[config.mk]
export PLATFORM = sky130hd
export DESIGN_NAME = pwm_duty_sequencer_flat
export DESIGN_NICKNAME = d
export VERILOG_FILES = /design/src/rtl/pwm_duty_sequencer_if.sv /design/src/rtl/pwm_duty_sequencer.sv /design/src/flat_wrapper.sv
export SDC_FILE = /design/constraint.sdc
export NUM_CORES = 1
export LEC_CHECK = 0
export BUFFER_PORTS_ARGS = -buffer_cell sky130_fd_sc_hd__buf_2
export CORE_ASPECT_RATIO = 1.5
export CORE_MARGIN = 8
export CORE_UTILIZATION = 30
export DETAILED_ROUTE_END_ITERATION = 12
export GPL_ROUTABILITY_DRIVEN = 0
export GPL_TIMING_DRIVEN = 0
export PLACE_DENSITY_LB_ADDON = 0.08
export REMOVE_ABC_BUFFERS = 1
export SLEW_MARGIN = 0
export SYNTH_ARGS = -nofsm -noshare
export SYNTH_HDL_FRONTEND = slang
export SYNTH_SLANG_ARGS = --single-unit
[constraint.sdc]
create_clock -name clk -period 2.7 [get_ports clk]
set_input_delay 0.54 -clock clk [delete_from_list [all_inputs] [get_ports clk]]
set_output_delay 0.54 -clock clk [all_outputs]
set_load 0.01 [all_outputs]
[src/rtl/pwm_duty_sequencer_if.sv]
// Command channel of the PWM duty sequencer: a target-duty request with valid/ready handshake.
// A command transfers on any rising clk edge where cmd_valid and cmd_ready are both high.
interface pwm_duty_sequencer_if #(
    parameter int DW = 4
);
    logic          cmd_valid;
    logic [DW-1:0] cmd_duty;
    logic          cmd_ready;

    modport master (output cmd_valid, output cmd_duty, input cmd_ready);
    modport slave  (input cmd_valid, input cmd_duty, output cmd_ready);
endinterface

[src/rtl/pwm_duty_sequencer.sv]
// Ramps a PWM duty value toward commanded targets one step per STEP_PERIODS periods; buttons nudge it when idle.
// Optional soft start from duty 0 is enabled by defining PWM_DUTY_SEQUENCER_SOFTSTART_EN.
module pwm_duty_sequencer #(
    parameter int DW           = 4,
    parameter int MAX_DUTY     = 10,
    parameter int INIT_DUTY    = 5,
    parameter int STEP_PERIODS = 1
) (
    input  logic                       clk,
    input  logic                       rst,
    input  logic                       period_end,
    pwm_duty_sequencer_if.slave        cmd,
    input  logic                       btn_inc,
    input  logic                       btn_dec,
    output logic [DW-1:0]              duty,
    output logic                       busy,
    output logic                       done,
    output logic                       cmd_err,
    output logic [1:0]                 state_dbg
);
    localparam int            CW         = (STEP_PERIODS > 1) ? $clog2(STEP_PERIODS) : 1;
    localparam logic [CW-1:0] DWELL_LAST = CW'(STEP_PERIODS - 1);
    localparam logic [DW-1:0] MAX_D      = DW'(MAX_DUTY);
    localparam logic [DW-1:0] INIT_D     = DW'(INIT_DUTY);

`ifdef PWM_DUTY_SEQUENCER_SOFTSTART_EN
    typedef enum logic [1:0] {IDLE = 2'd0, UP = 2'd1, DOWN = 2'd2, SOFT = 2'd3} state_t;
    localparam state_t        RST_STATE = SOFT;
    localparam logic [DW-1:0] RST_DUTY  = '0;
`else
    typedef enum logic [1:0] {IDLE = 2'd0, UP = 2'd1, DOWN = 2'd2} state_t;
    localparam state_t        RST_STATE = IDLE;
    localparam logic [DW-1:0] RST_DUTY  = INIT_D;
`endif

    state_t        state;
    logic [DW-1:0] target;
    logic [CW-1:0] dwell;
    logic          pend_inc;
    logic          pend_dec;
    logic          accept;
    logic [DW-1:0] cmd_clamped;
    logic [DW-1:0] next_duty;

    assign cmd.cmd_ready = (state == IDLE);
    assign accept        = cmd.cmd_valid && cmd.cmd_ready;
    assign cmd_clamped   = (cmd.cmd_duty > MAX_D) ? MAX_D : cmd.cmd_duty;
    assign busy          = (state != IDLE);
    assign state_dbg     = state;
    // Only DOWN ramps downward; UP and SOFT both climb toward target.
    assign next_duty     = (state == DOWN) ? duty - DW'(1) : duty + DW'(1);

    always_ff @(posedge clk or posedge rst) begin
        if (rst) begin
            state    <= RST_STATE;
            duty     <= RST_DUTY;
            target   <= INIT_D;
            dwell    <= '0;
            pend_inc <= 1'b0;
            pend_dec <= 1'b0;
            done     <= 1'b0;
            cmd_err  <= 1'b0;
        end else begin
            done    <= 1'b0;
            cmd_err <= 1'b0;
            case (state)
                IDLE: begin
                    if (accept) begin
                        // A command always wins over any pending or simultaneous button step.
                        target   <= cmd_clamped;
                        cmd_err  <= (cmd.cmd_duty > MAX_D);
                        pend_inc <= 1'b0;
                        pend_dec <= 1'b0;
                        dwell    <= '0;
                        if (cmd_clamped > duty)      state <= UP;
                        else if (cmd_clamped < duty) state <= DOWN;
                        else                         done  <= 1'b1;
                    end else begin
                        if (period_end) begin
                            if (pend_inc && duty != MAX_D)   duty <= duty + DW'(1);
                            else if (pend_dec && duty != '0) duty <= duty - DW'(1);
                            pend_inc <= 1'b0;
                            pend_dec <= 1'b0;
                        end
                        // A press in the wrap cycle is kept for the following period.
                        if (btn_inc && !btn_dec) begin
                            pend_inc <= 1'b1;
                            pend_dec <= 1'b0;
                        end else if (btn_dec && !btn_inc) begin
                            pend_inc <= 1'b0;
                            pend_dec <= 1'b1;
                        end
                    end
                end
                default: begin
                    if (period_end) begin
                        if (dwell == DWELL_LAST) begin
                            dwell <= '0;
                            duty  <= next_duty;
                            if (next_duty == target) begin
                                state <= IDLE;
                                done  <= 1'b1;
                            end
                        end else begin
                            dwell <= dwell + CW'(1);
                        end
                    end
                end
            endcase
        end
    end
endmodule
[src/flat_wrapper.sv]
// flat-port wrapper written by rule: the top's interface ports become plain ports
module pwm_duty_sequencer_flat 
#(
    parameter int DW           = 4,
    parameter int MAX_DUTY     = 10,
    parameter int INIT_DUTY    = 5,
    parameter int STEP_PERIODS = 1
)
  (clk, rst, period_end, btn_inc, btn_dec, duty, busy, done, cmd_err, state_dbg, cmd_cmd_valid, cmd_cmd_duty, cmd_cmd_ready);
  pwm_duty_sequencer_if #(.DW(DW)) cmd_i ();
  input  logic clk;
  input  logic rst;
  input  logic period_end;
  input  logic btn_inc;
  input  logic btn_dec;
  output logic [DW-1:0] duty;
  output logic busy;
  output logic done;
  output logic cmd_err;
  output logic [1:0] state_dbg;
  input wire logic [$bits(cmd_i.cmd_valid)-1:0] cmd_cmd_valid;
  input wire logic [$bits(cmd_i.cmd_duty)-1:0] cmd_cmd_duty;
  output wire logic [$bits(cmd_i.cmd_ready)-1:0] cmd_cmd_ready;
  assign cmd_i.cmd_valid = cmd_cmd_valid;
  assign cmd_i.cmd_duty = cmd_cmd_duty;
  assign cmd_cmd_ready = cmd_i.cmd_ready;
  pwm_duty_sequencer #(.DW(DW), .MAX_DUTY(MAX_DUTY), .INIT_DUTY(INIT_DUTY), .STEP_PERIODS(STEP_PERIODS)) u_core (.clk(clk), .rst(rst), .period_end(period_end), .cmd(cmd_i), .btn_inc(btn_inc), .btn_dec(btn_dec), .duty(duty), .busy(busy), .done(done), .cmd_err(cmd_err), .state_dbg(state_dbg));
endmodule
Yosys cells after proc, flatten, opt, wreduce, memory -nomap -nowiden
Index checks and enable logic that the tools add are counted.
- $lt $le $gt $ge: 3
- add/sub/neg operators: 3
- multiplexer cells: 36
- reduce and logical (&&, ||, !) cells: 19
- equality and inequality tests: 8
- divide/modulo/power cells: 0
- bitwise logic cells: 0
- shift operators: 0
- $mul: 0
- operators by type and width (kind ; count):
    4-bit two-way mux ; 9
    1-bit two-way mux ; 20
    2-bit two-way mux ; 7
    5-bit AND reduction ; 2
    2-bit nonzero test ; 4
    4-bit nonzero test ; 2
    3-bit != test (second input constant) ; 2
    2-bit AND reduction ; 3
    1-bit logical AND ; 5
    4-bit by 1-bit adder with 4-bit output (second input constant) ; 1
    4-bit equality test ; 1
    4-bit greater-than comparator ; 1
    4-bit greater-than comparator (second input constant) ; 1
    4-bit < comparator ; 1
    2-bit != test (second input constant) ; 2
    4-bit != test (second input constant) ; 1
    4-bit by 1-bit subtractor with 4-bit output (second input constant) ; 1
    2-bit equality test (second input constant) ; 1
    1-bit zero test ; 2
    2-bit zero test ; 1
    2-bit by 1-bit != test with 1-bit output (second input constant) ; 1
    1-bit adder (second input constant) ; 1
- latch bits: 0
- memory bits (read-only): 0
- input bits: 10
- logic and storage cells: 77
- output and inout port bits: 10
- memory bits (writable): 0
- memories: 0
- register bits: 15

Logic depth before layout (Yosys ltp)
- depth in word-level cells: 7
- mapped depth: 8
- gate-level depth less buffers: 8

Worst setup path after synthesis
Ideal clock, no wire load.
- path kind: register to register
- from: register u_core.duty[0]
- to: register u_core.state[1] (netlist: u_core.state_dbg[1])
- library setup time: 0.118 ns
- stages on the path, launching flop included: 8
- path slack: 0.747 ns
- data arrival time: 1.835 ns
- buffers on the path: 0
- period minus slack after synthesis: 1.953 ns
- required time: 2.582 ns
- path through: dfstp_2 > inv_1 > ha_1 > xnor2_1 > xnor2_1 > nor4_2 > nand4_1 > a21o_1
- longest elaborated chain between the ends: 5
- elaborated cells on any way between the ends: 12
- classes of those cells: 2 x add/sub; 2 x order compare; 2 x eq/ne; 4 x mux; 2 x reduce/logical
- ends and longest elaborated chain (item ; RTL line ; source):
    start: declaration ; pwm_duty_sequencer.sv:15 ; output logic [DW-1:0] duty,
    start signal: assignment ; pwm_duty_sequencer.sv:80 ; if (pend_inc && duty != MAX_D) duty <= duty + DW'(1);
    start signal: assignment ; pwm_duty_sequencer.sv:81 ; else if (pend_dec && duty != '0) duty <= duty - DW'(1);
    start signal: assignment ; pwm_duty_sequencer.sv:99 ; duty <= next_duty;
    4-bit by 1-bit adder with 4-bit output or 4-bit by 1-bit subtractor with 4-bit output (tied branches) ; pwm_duty_sequencer.sv:51 ; assign next_duty = (state == DOWN) ? duty - DW'(1) : duty + DW'(1);
    4-bit two-way mux (*) ; pwm_duty_sequencer.sv:51 ;
    net u_core.next_duty[0] ; pwm_duty_sequencer.sv:43 ; logic [DW-1:0] next_duty;
    4-bit equality test (*) ; pwm_duty_sequencer.sv:100 ; if (next_duty == target) begin
    2-bit nonzero test (no source line) (*) ; - ;
    5-bit AND reduction (no source line) (*) ; - ;
    end signal: assignment ; pwm_duty_sequencer.sv:55 ; state <= RST_STATE;
    end signal: assignment ; pwm_duty_sequencer.sv:75 ; if (cmd_clamped > duty) state <= UP;
    end signal: assignment ; pwm_duty_sequencer.sv:101 ; state <= IDLE;
    end: declaration ; pwm_duty_sequencer.sv:36 ; state_t state;
Mark *: on every way through the listed nets, which the timed path passes. The rest lies on a longest branch. The select of a mux whose other input is x is not followed.
A chain may end at the register's enable or synchronous reset.

Worst setup path after layout
Ends and elaborated chain as after synthesis.

==> results.md <==
* Layout cells sized above 1 at 0.280
* Most common library cell in the layout ignoring fill and taps: buf_2
* WL final at 2.56 mm
* Register area share after synthesis at 0.343
* Leak at 0.551 nW
* Ys async rst share at 1.00
* Fmax at 477 MHz
* Top_reg_cell synth: dfrtp_1
* Most frequent cells in the layout: buf_2, dfrtp_1, xnor2_1
* DR vias at 837
* Slowest CP cell: dfstp_2
* Detail Route Antenna Nets at 0
* Initial Util at 0.310
* Max incr delay on CP at 0.62 ns
* Hpwl dp at 2.01 mm
* CTS Buffer Depth at 2
* Crit path DAT at 2.24 ns
* Post-CTS Repair Setup Buffers at 0
* Fin Clk Skew at 0.00297 ns
* Clk_lat worst skew at 0.25 ns
* Element type at the critical path start: flop
* Clock share of power at 0.140
* Fill cells at 360
* Sequential power share at 0.319
* Worst VDD drop at 0.485 mV
* Initial antenna violation count at 0
* Type of the worst min-delay path: in -> async
* Most common cell on crit path: xnor2_1
* CTS hold repair buffers at 0
* RSZ-0062 raised after global routing: false
* PD cells at 1250 mW/mm²
* CTS Root Cell: clkbuf_8
* Netlist Area Pre-Place at 0.00104 mm²
* Die Height at 88.0 µm
* Yosys warning total at 0
* Relative slew slack at 0.613
* Core region area at 0.00335 mm²
* DRT Pass-1 Iters at 4
* Switching share of power at 0.430
* Measured slew at the worst slew-check pin at 0.580 ns
* Psw at 0.652 mW
* CTS sink count at 14
* Htree depth at 1
* EDFF count, synth at 0
* Crit-path cells: inv_1, ha_1, xnor2_1, xnor2_1, nor4_2, nand4_1, a21o_1
* CP endpoint kind: flop
* Final setup fails at 0
* Row count at 26
* Nets at 143
* Via/cell ratio at 5.01
* Num ports at 20
* Status: finished, final reports clean
* Pint at 0.865 mW
* Grt ovf at 0
* CTS tree: done
* Crit path launch: u_core.duty[0]
* N_diodes at 0
* Setup_tns at 0 ns
* WL met3 at 122 µm
* CP Class: reg -> reg
* DR top layer: met4
* CP required at 2.84 ns
* Port Buffers at 19
* Final worst path period share at 0.777
* Mapped Cells at 106
* M1 WL at 1.11 mm
* #FFs+latches synth at 14
* Area added between synthesis and finish at 17.1%
* Avg WL per Cell at 15.3 µm
* CP max FO at 8
* Routed wire length on met2 at 1.27 mm
* Synthesized area per cell at 9.79 µm²
* Post-layout util at 0.363
* Largest net degree at the start of global routing at 15
* CTS Buf Count at 3
* Vias in the first global route at 883
* CTS resizes at 0
* Buf/Inv on CP at 1
* CP delay by family, top: flip-flops
* DRC viols at 0
* Die ar. at 0.00563 mm²
* GR Util All Layers at 0.0985
* Fin crit period at 2.10 ns
* First-pass GRT wire length at 4.31 mm
* Max Cap Viol at 0
* Post-synth cell types at 38
* Comb pwr share at 0.541
* Final Hold Fails at 0
* Die width at 64.0 µm
* Fin. max-slew vios at 0
* Drt initial violations at 34
* Worst reg2reg path startpoint: u_core.duty[0]
* Clk pin slew, worst setup/hold paths at 0.07 ns
==> layer usage <==
layer | vias to the layer above | GRT usage
li1 | 419 | -
met3 | 4 | 0.0294
met5 | - | 0
met4 | 0 | 0.0611
met1 | 397 | 0.109
met2 | 17 | 0.161
==> kinds of logic (layout without fill, tap and decap cells) <==
logic type / Yosys count / after routing / synth area share
AND/OR/NAND/NOR: 29 / 29 / 0.174
flip-flops: 14 / 14 / 0.343
adder cells (fa/ha/maj): 7 / 7 / 0.0844
XOR/XNOR: 10 / 10 / 0.0844
buffers and inverters: 12 / 31 / 0.0531
AO/OA/AOI/OAI: 28 / 28 / 0.199
multiplexers: 6 / 6 / 0.0627
==> power by group through the flow <==
stage          logic (mW)  registers (mW)  clock network (mW)
5_1_grt             0.922           0.511               0.228
4_1_cts             0.831           0.489               0.220
2_1_floorplan       0.618           0.469                   0
3_3_place_gp        0.812           0.490                   0
3_5_place_dp        0.826           0.492                   0
6_report            0.821           0.484               0.212
==> cells in the mapped netlist, drive strengths merged (2+ instances only) <==
cell type | n | area [µm²]
dfrtp | 10 | 250
xnor2 | 9 | 78.8
inv | 8 | 30.0
ha | 7 | 87.6
nor2b | 7 | 51.3
o21ai | 7 | 35.0
nand2 | 6 | 22.5
a21oi | 4 | 20.0
dfstp | 4 | 105
mux2 | 4 | 45.0
nor2 | 4 | 15.0
o31ai | 4 | 30.0
a21o | 3 | 22.5
buf | 3 | 21.3
a22o | 2 | 17.5
mux2i | 2 | 20.0
nand4 | 2 | 12.5
nor4 | 2 | 18.8
o21a | 2 | 15.0
==> sequential cells by signal, summed over array words and instances, names as in the netlist <==
name	count
u_core.pend_inc	1
u_core.cmd_err	1
u_core.duty	4
u_core.pend_dec	1
u_core.state_dbg	2
u_core.done	1
u_core.target	4
==> worst reg2reg max path: cells and delay by family, from the launching register on <==
| kind | cells | cell delay [ns] |
|---|---|---|
| buffers and inverters | 1 | 0.11 |
| AOI/OAI and AO/OA | 1 | 0.20 |
| adders and majority gates | 1 | 0.35 |
| xor gates and xnor gates | 2 | 0.28 |
| DFF | 1 | 0.62 |
| and+or+nand+nor | 2 | 0.43 |
==> through the flow <==
| stage | hold WS, ns | setup WS (ns) | power (mW) | std cells | instance area [µm²] |
|---|---|---|---|---|---|
| 4_1_cts | 0.358 | 0.579 | 1.54 | 167 | 1210 |
| 2_1_floorplan | 0.426 | 0.747 | 1.09 | 102 | 1010 |
| 3_5_place_dp | 0.481 | 0.587 | 1.32 | 163 | 1160 |
| 5_1_grt | 0.394 | 0.477 | 1.66 | 167 | 1210 |
| 6_report | 0.342 | 0.602 | 1.52 | 167 | 1210 |
| 3_3_place_gp | 0.480 | 0.589 | 1.30 | 163 | 1160 |
==> layout make-up <==
| cell class | count | area [µm²] | share of cell area |
|---|---|---|---|
| clock buffer | 4 | 55.1 | 0.0453 |
| inverter | 8 | 30.0 | 0.0247 |
| multi-input combinational | 80 | 627 | 0.516 |
| sequential | 14 | 355 | 0.292 |
| tap | 42 | 52.6 | 0.0433 |
| timing repair buffer | 19 | 95.1 | 0.0783 |
==> worst paths after layout <==
| check | endpoint | slack (ns) | depth (start not counted) |
|---|---|---|---|
| setup / recovery | u_core.state_dbg[1] | 0.60 | 7 |
| hold / removal | u_core.target[1] | 0.34 | 2 |
| setup reg to reg | u_core.state_dbg[1] | 0.60 | 7 |
| hold reg to reg | u_core.target[0] | 0.49 | 2 |
| max in group asynchronous | u_core.pend_inc | 1.98 | 2 |
| min in group clk | u_core.target[0] | 0.49 | 2 |
No activity file was read; power rests on OpenSTA's default activity.
